$ cat src/rtl/io_ring_pkg.sv
// Shared types and default timing for the IO ring power sequencer.
package io_ring_pkg;

  typedef enum logic [2:0] {
    ST_OFF      = 3'd0,
    ST_WAIT_SUP = 3'd1,
    ST_SETTLE   = 3'd2,
    ST_REL_ISO  = 3'd3,
    ST_ON       = 3'd4,
    ST_DRAIN    = 3'd5,
    ST_ISOLATE  = 3'd6,
    ST_FAULT    = 3'd7
  } io_seq_state_e;

  localparam int unsigned DEF_SYNC_STAGES = 2;
  localparam int unsigned DEF_SETTLE_CYC  = 64;
  localparam int unsigned DEF_ISO_CYC     = 8;
  localparam int unsigned DEF_TIMEOUT_CYC = 4096;
  localparam int unsigned DEF_CNT_W       = 13;

endpackage

$ cat src/rtl/io_sync_bit.sv
// Multi-flop synchronizer for one asynchronous level; resets to 0 (supply not good).
module io_sync_bit #(
  parameter int unsigned STAGES = 2
) (
  input  logic clk,
  input  logic rst,
  input  logic d,
  output logic q
);

  logic [STAGES-1:0] sr;

  always_ff @(posedge clk or posedge rst) begin
    if (rst) begin
      sr <= '0;
    end else begin
      sr <= {sr[STAGES-2:0], d};
    end
  end

  assign q = sr[STAGES-1];

endmodule

$ cat src/rtl/io_ring_pwr_seq.sv
// Power sequencer for the 1.8 V IO ring: orders isolation, retention and
// output-enable release/assertion against synchronized supply-good inputs.
module io_ring_pwr_seq
  import io_ring_pkg::*;
#(
  parameter int unsigned SYNC_STAGES = DEF_SYNC_STAGES,
  parameter int unsigned SETTLE_CYC  = DEF_SETTLE_CYC,
  parameter int unsigned ISO_CYC     = DEF_ISO_CYC,
  parameter int unsigned TIMEOUT_CYC = DEF_TIMEOUT_CYC,
  parameter int unsigned CNT_W       = DEF_CNT_W
) (
  input  logic       clk,
  input  logic       rst,
  input  logic       vddio_ok_i,
  input  logic       vdd_ok_i,
  input  logic       pwr_on_req_i,
  input  logic       fault_clr_i,
  output logic       pad_iso_o,
  output logic       pad_oe_en_o,
  output logic       pad_ret_o,
  output logic       ready_o,
  output logic       fault_o,
  output logic [2:0] state_o
);

  localparam logic [CNT_W-1:0] SETTLE_LAST  = CNT_W'(SETTLE_CYC - 1);
  localparam logic [CNT_W-1:0] ISO_LAST     = CNT_W'(ISO_CYC - 1);
  localparam logic [CNT_W-1:0] TIMEOUT_LAST = CNT_W'(TIMEOUT_CYC - 1);

  logic vddio_ok_s, vdd_ok_s, sup_ok;

  io_sync_bit #(.STAGES(SYNC_STAGES)) u_sync_vddio (
    .clk (clk),
    .rst (rst),
    .d   (vddio_ok_i),
    .q   (vddio_ok_s)
  );

  io_sync_bit #(.STAGES(SYNC_STAGES)) u_sync_vdd (
    .clk (clk),
    .rst (rst),
    .d   (vdd_ok_i),
    .q   (vdd_ok_s)
  );

  assign sup_ok = vddio_ok_s & vdd_ok_s;

  io_seq_state_e    state_q, state_d;
  logic [CNT_W-1:0] cnt_q, cnt_d, cnt_inc;
  logic             iso_q, iso_d, oe_q, oe_d, ret_q, ret_d;
  logic             ready_q, ready_d, fault_q, fault_d;
  logic             to_fault;

  assign cnt_inc = (cnt_q == '1) ? cnt_q : cnt_q + 1'b1;

  always_comb begin
    state_d  = state_q;
    cnt_d    = cnt_inc;
    iso_d    = iso_q;
    oe_d     = oe_q;
    ret_d    = ret_q;
    ready_d  = ready_q;
    fault_d  = fault_q;
    to_fault = 1'b0;

    unique case (state_q)
      ST_OFF: begin
        iso_d   = 1'b1;
        oe_d    = 1'b0;
        ret_d   = 1'b1;
        ready_d = 1'b0;
        if (pwr_on_req_i) begin
          state_d = ST_WAIT_SUP;
          cnt_d   = '0;
        end
      end
      ST_WAIT_SUP: begin
        if (cnt_q == TIMEOUT_LAST) begin
          to_fault = 1'b1;
        end else if (!pwr_on_req_i) begin
          state_d = ST_OFF;
        end else if (sup_ok) begin
          state_d = ST_SETTLE;
          cnt_d   = '0;
        end
      end
      ST_SETTLE: begin
        // a supply dip here only restarts the wait, it is not a fault
        if (!sup_ok) begin
          state_d = ST_WAIT_SUP;
          cnt_d   = '0;
        end else if (!pwr_on_req_i) begin
          state_d = ST_OFF;
        end else if (cnt_q == SETTLE_LAST) begin
          state_d = ST_REL_ISO;
          cnt_d   = '0;
          iso_d   = 1'b0;
          ret_d   = 1'b0;
        end
      end
      ST_REL_ISO: begin
        if (!sup_ok) begin
          to_fault = 1'b1;
        end else if (!pwr_on_req_i) begin
          state_d = ST_ISOLATE;
        end else if (cnt_q == ISO_LAST) begin
          state_d = ST_ON;
          oe_d    = 1'b1;
          ready_d = 1'b1;
        end
      end
      ST_ON: begin
        if (!sup_ok) begin
          to_fault = 1'b1;
        end else if (!pwr_on_req_i) begin
          state_d = ST_DRAIN;
          cnt_d   = '0;
          oe_d    = 1'b0;
          ready_d = 1'b0;
        end
      end
      ST_DRAIN: begin
        if (!sup_ok) begin
          to_fault = 1'b1;
        end else if (cnt_q == ISO_LAST) begin
          state_d = ST_ISOLATE;
        end
      end
      ST_ISOLATE: begin
        state_d = ST_OFF;
        iso_d   = 1'b1;
        ret_d   = 1'b1;
      end
      ST_FAULT: begin
        if (fault_clr_i && !pwr_on_req_i) begin
          state_d = ST_OFF;
          fault_d = 1'b0;
        end
      end
    endcase

    // every fault entry clamps the ring on the same edge
    if (to_fault) begin
      state_d = ST_FAULT;
      iso_d   = 1'b1;
      oe_d    = 1'b0;
      ret_d   = 1'b1;
      ready_d = 1'b0;
      fault_d = 1'b1;
    end
  end

  always_ff @(posedge clk or posedge rst) begin
    if (rst) begin
      state_q <= ST_OFF;
      cnt_q   <= '0;
      iso_q   <= 1'b1;
      oe_q    <= 1'b0;
      ret_q   <= 1'b1;
      ready_q <= 1'b0;
      fault_q <= 1'b0;
    end else begin
      state_q <= state_d;
      cnt_q   <= cnt_d;
      iso_q   <= iso_d;
      oe_q    <= oe_d;
      ret_q   <= ret_d;
      ready_q <= ready_d;
      fault_q <= fault_d;
    end
  end

  assign pad_iso_o   = iso_q;
  assign pad_oe_en_o = oe_q;
  assign pad_ret_o   = ret_q;
  assign ready_o     = ready_q;
  assign fault_o     = fault_q;
  assign state_o     = state_q;

  a_oe_needs_no_iso: assert property (@(posedge clk) disable iff (rst)
    pad_oe_en_o |-> !pad_iso_o);
  a_iso_oe_not_same_edge: assert property (@(posedge clk) disable iff (rst)
    !($fell(pad_iso_o) && $rose(pad_oe_en_o)));
  a_ret_low_needs_no_iso: assert property (@(posedge clk) disable iff (rst)
    !pad_ret_o |-> !pad_iso_o);

endmodule
$ cat config.mk
export PLATFORM = sky130hd
export DESIGN_NAME = io_ring_pwr_seq
export DESIGN_NICKNAME = d
export VERILOG_FILES = /design/src/rtl/io_ring_pkg.sv /design/src/rtl/io_sync_bit.sv /design/src/rtl/io_ring_pwr_seq.sv
export SDC_FILE = /design/constraint.sdc
export NUM_CORES = 1
export LEC_CHECK = 0
export ABC_AREA = 1
export CORE_ASPECT_RATIO = 0.8
export CORE_MARGIN = 10
export CORE_UTILIZATION = 51
export DETAILED_ROUTE_END_ITERATION = 10
export HOLD_SLACK_MARGIN = 0.05
export PLACE_DENSITY_LB_ADDON = 0.08
export RECOVER_POWER = 25
export SLEW_MARGIN = 20
export SYNTH_ARGS = -nofsm -noshare
export SYNTH_HDL_FRONTEND = slang
export SYNTH_SLANG_ARGS = --single-unit
$ cat constraint.sdc
create_clock -name clk -period 2.2 [get_ports clk]
set_clock_uncertainty 0.05 [all_clocks]
set_input_delay 0.66 -clock clk [delete_from_list [all_inputs] [get_ports clk]]
set_output_delay 0.66 -clock clk [all_outputs]
set_load 0.02 [all_outputs]
; Word-level counts from Yosys, hierarchy flattened
; Index checks and enable logic that the tools add are counted.
[classes]
addsub = 1
eq_ne = 27
muxes = 46
reduce_logical = 13
n_bitwise = 1
[op_table]
columns = cell, count
row1 = two-way mux 13 bit, 10
row2 = one-hot mux 13 bit (4 select lines), 1
row3 = two-way mux 3 bit, 16
row4 = != test 3 bit (second input constant), 13
row5 = one-hot mux 3 bit (8 select lines), 1
row6 = two-way mux 1 bit, 15
row7 = adder 13 x 1 -> 13 bit (second input constant), 1
row8 = == test 13 x 12 -> 1 bit (second input constant), 1
row9 = == test 13 bit (second input constant), 1
row10 = == test 13 x 3 -> 1 bit (second input constant), 1
row11 = == test 13 x 6 -> 1 bit (second input constant), 1
row12 = == test 3 bit (second input constant), 4
row13 = AND reduction 11 bit, 1
row14 = != test 4 bit (second input constant), 2
row15 = == test 3 x 2 -> 1 bit (second input constant), 2
row16 = AND reduction 6 bit, 1
row17 = != test 5 bit (second input constant), 1
row18 = one-hot mux 1 bit (2 select lines), 2
row19 = AND reduction 4 bit, 1
row20 = nonzero test 2 bit, 2
row21 = nonzero test 4 bit, 1
row22 = == test 3 x 1 -> 1 bit (second input constant), 1
row23 = zero test 3 bit, 1
row24 = one-hot mux 1 bit (3 select lines), 1
row25 = 7 further kinds, 7
[word_totals]
in_bits = 6
regBits = 23

; Longest topological paths before layout
[logic_depth]
ltp_word = 6
depth_mapped = 12
ltp_nobuf = 11

; Cells and area by module
; Synthesis repeated with hierarchy kept, for this count alone.
[unflattened]
cells_unflattened = 197
hier_area_um2 = 1397.6
[modules_own_cells]
columns = mod, area_each_um2, seq_area_each_um2, instances, cells_each
row1 = io_ring_pwr_seq, 1290.0, 476.7, 1, 191
row2 = io_sync_bit, 53.8, 50.0, 2, 3

; Least setup slack after synthesis
; No wires, ideal clock.
[synth_timing]
path_type = input -> register
start = input port pwr_on_req_i
end = register cnt_q[4]
required_ps = 2030
setup_time_ps = 120
path_buffers = 1
t_arrival_ps = 1460
path_stages = 9
setup_slack_ps = 569
cell_sequence = inv_1 -> nand2_1 -> nand2_1 -> nand2_1 -> nor3_2 -> nand3_2 -> buf_6 -> o211ai_1 -> inv_1
[synth_via]
elab_chain_len = 3
[synth_rtl]
columns = item, line_no
row1 = "start, declared", io_ring_pwr_seq.sv:16  ; input logic pwr_on_req_i,
row2 = two-way mux 13 bit (on tied branches), "io_ring_pwr_seq.sv:115, io_ring_pwr_seq.sv:80, io_ring_pwr_seq.sv:92"
row3 = two-way mux 13 bit (on tied branches), "io_ring_pwr_seq.sv:113, io_ring_pwr_seq.sv:78, io_ring_pwr_seq.sv:89"
row4 = one-hot mux 13 bit (4 select lines) (*), io_ring_pwr_seq.sv:66  ; unique case (state_q)
row5 = named net cnt_d[4], io_ring_pwr_seq.sv:49  ; logic [CNT_W-1:0] cnt_q, cnt_d, cnt_inc;
row6 = "end signal, assigned", io_ring_pwr_seq.sv:164  ; cnt_q <= cnt_d;
row7 = "end, declared", io_ring_pwr_seq.sv:49
; The timed path passes the listed nets; every way through them passes the cells marked *.
; A chain may end at the register's enable or synchronous reset.

; Worst setup path after layout
[layout_timing]
start = register state_q[1] (netlist: state_o[1])
end = output port state_o[1]
[layout_rtl]
columns = item, line_no
row1 = "start, declared", io_ring_pwr_seq.sv:48  ; io_seq_state_e state_q, state_d;
row2 = "start signal, assigned", io_ring_pwr_seq.sv:163  ; state_q <= state_d;
row3 = "end, declared", io_ring_pwr_seq.sv:23  ; output logic [2:0] state_o
; No word-level cell between the ends.

==> reports/results.tsv <==
stage	metric	value	unit
yosys	netlist_instances	207	
setup_path	crit_fanout	7	
cells_and_area	diodes	0	
grt	gr-total-overflow	0	
sta	clock.fmax	0.467	GHz
placed_design	place_congestion	0.845	
yosys	synthTopCellsByArea	dfrtp_1 36%, nand2_1 13%, inv_1 7.5%	
yosys	synth_area	0.00151	mm^2
sta	slew_headroom	63.0	%
die	die_h	68.7	um
setup_path	criticalPathCategory	reg -> out	
pwr	seqPwrFrac	31.3	%
clocking	cts_buffers	3	
yosys	yosysTopAreaCell	dfrtp_1	
sta	layout_min_cycle_time	2.14	ns
grt	antenna_found_initial	0	
sta	fin_crit_sh	97.4	%
cells_and_area	layout.cells.non_filler	263	
clocking	ctsResizeCount	0	
yosys	yosysSeqAreaShare	38.2	%
pwr	swShare	46.6	%
grt	grt_pass1_vias	1204	
flow_run	maxCapViolations	0	
setup_path	crit_slowest_cell	clkdlybuf4s50_1	
detailed_routing	routed_wl	3390	um
sta	setup_viol	0	
die	pin_count	14	
sta	hold_viol	0	
clocking	post-cts-setup-buffers	0	
grt	grt_max_degree	24	
sta	slew_violations	0	
pwr	intPower	1.03	mW
cells_and_area	nNetsFinal	233	
setup_path	cp.required	1.49	ns
yosys	synth_cell_types	35	
pwr	powerDensity	1110	mW/mm^2
die	core	0.00281	mm^2
setup_path	cp.arrival	1.43	ns
yosys	yosys_warnings	0	
clocking	h-tree-depth	1	
detailed_routing	drcViolationCount	0	
yosys	netlist.area_leader.share	36.5	%
clocking	clkTransAtPathRegs	0.09	ns
die	num_rows	17	
clocking	worstSkewPairLatency	0.27	ns
yosys	ys.flop_type	dfrtp_1	
clocking	cts-root-buf	clkbuf_8	
detailed_routing	antenna_left	0	
placed_design	dp_hpwl	2700	um
die	die-width	80.8	um
clocking	clock_sinks	23	
outcome	status	finished clean	
yosys	synth_edf_count	0	
yosys	synth-seq-cells	23	
pwr	p_total	1.93	mW
pwr	vdd_drop_max	0.666	mV
cells_and_area	drive_above_1_share	16.4	%
placed_design	port_buffers	13	
setup_path	path_buf_inv	1	
placed_design	pre_cts_ws	-0.0812	ns
grt	grt_use_total	13.2	%
detailed_routing	wl_per_cell	12.9	um
pwr	power.switching	0.899	mW
setup_path	r2r-start	cnt_q[1]	
clocking	hold_buffers	0	
setup_path	crit_start	state_o[1]	
grt	grt_pass1_wl	5740	um
yosys	synth_nets	214	
setup_path	max_stage_delay	0.66	ns
cells_and_area	area_delta_synth_final	15.5	%
die	initial_core_util	53.8	%
die	die-area	0.00555	mm^2
detailed_routing	drt_iter0_drc	194	
sta	setup-tns-final	0	ns
pwr	p_leak	0.894	nW
setup_path	startpoint_type	register	
placed_design	dp_cells	259	
sta	max_slew.worst_pin.slew	0.555	ns
sta	fin_ws	0.0571	ns
clocking	cts_max_path_buffers	2	
setup_path	worstSetupEndpointType	primary output	
pwr	power_frac_comb	54.8	%
pwr	pwr-share-clk	13.9	%
sta	grt_setup_unrepaired	false	
clocking	cts_tree	done	
hold_path	min_from	u_sync_vddio.sr[0]	
detailed_routing	drt_first_pass_iters	4	
yosys	async_flop_share	100	%
hold_path	hp-class	reg -> reg	
setup_path	cp_cell_sequence	clkdlybuf4s50_1	
setup_path	crit_family	buffers and inverters	
yosys	syn_area_per_cell	7.30	um^2
detailed_routing	route.vias.total	1390	
detailed_routing	vias_per_cell	5.29	
## registers in the layout, indices dropped and copies added, names as in the netlist
register	count
ready_o	1
pad_ret_o	1
u_sync_vdd.sr	2
u_sync_vddio.sr	2
cnt_q	13
fault_o	1
state_o	3
## cell usage after synthesis (2+ instances only)
master,n
nor2_4,3
nand4_1,10
o211ai_2,2
buf_4,2
o21ai_0,6
a21oi_1,4
nor2_1,17
dfrtp_1,22
nand2_1,52
nand3_1,18
inv_1,30
buf_2,2
nor3_1,3
nand3b_1,2
nand2_2,4
inv_2,5
nor2_2,4
o211ai_1,2
nand3_2,3
## power groups by stage
stage                     sequential, mW  combinational (mW)  clock, mW
after floorplan                    0.633               0.773          0
after global placement             0.599                1.03          0
after detailed placement           0.607                1.06          0
after CTS                          0.601                1.07      0.283
after global routing               0.619                1.19      0.300
final                              0.604                1.06      0.269
## layout make-up
class                           instances  area (um^2)
Multi-Input combinational cell        144          766
Clock inverter                          1         7.51
Sequential cell                        23          578
Tap cell                               38         47.5
Clock buffer                            3         41.3
Inverter                               35          131
Fill cell                             255         1060
Timing Repair Buffer                   19          173
## cells by family (layout without fill, tap and decap cells)
logic type	Yosys count	in the layout	synth area share [%]
simple gates	121	121	39.2
buf+inv	40	58	11.1
flops	23	23	38.2
compound gates	20	20	9.53
xor+xnor	2	2	1.16
fa+ha+maj	1	1	0.828
## per-stage QoR
stage	instance area, um^2	utilization, %	hold slack (ns)
global placement	1700	60.4	0.283
finish	1740	62.1	0.302
CTS	1750	62.2	0.307
detailed placement	1700	60.4	0.286
global route	1740	62.1	0.320
floorplan	1510	-	0.281
## cell usage in the layout (no fill, tap or decap), types with 2 or more instances in the layout
cell type        netlist  final
clkdlybuf4s50_1        0     10
nor3_1                 3      3
dlygate4sd3_1          0      3
inv_2                  5      5
nand3_2                3      3
nand2_1               52     52
nor2_2                 4      4
nand4_1               10     10
o21ai_0                6      6
nand3_1               18     18
buf_4                  2      5
dfrtp_1               22     21
o211ai_1               2      2
inv_1                 30     30
nand2_2                4      4
nor2_4                 3      3
nand3b_1               2      2
o211ai_2               2      2
a21oi_1                4      4
nor2_1                17     17
clkbuf_8               0      3
## worst paths after layout
| check | end | slack (ns) | depth (start not counted) |
|---|---|---|---|
| min | u_sync_vddio.sr[1] | 0.30 | 0 |
| max in group asynchronous | state_o[0] | 0.78 | 3 |
| min in group asynchronous | state_o[2] | 0.92 | 3 |
| max reg2reg | cnt_q[10] | 0.37 | 8 |
| min reg2reg | u_sync_vddio.sr[1] | 0.30 | 0 |
| max | state_o[1] | 0.06 | 1 |
## per-layer routing
metal	part of all wire (%)	vias to the layer above	wire length (um)	track usage, %
met5	0	-	0	0
met4	0.88	0	30	2.80
met3	9.5	6	322	3.62
met2	43	64	1460	20.2
met1	47	623	1580	18.2
li1	-	697	-	-
Power figures use the tool's default switching activity.
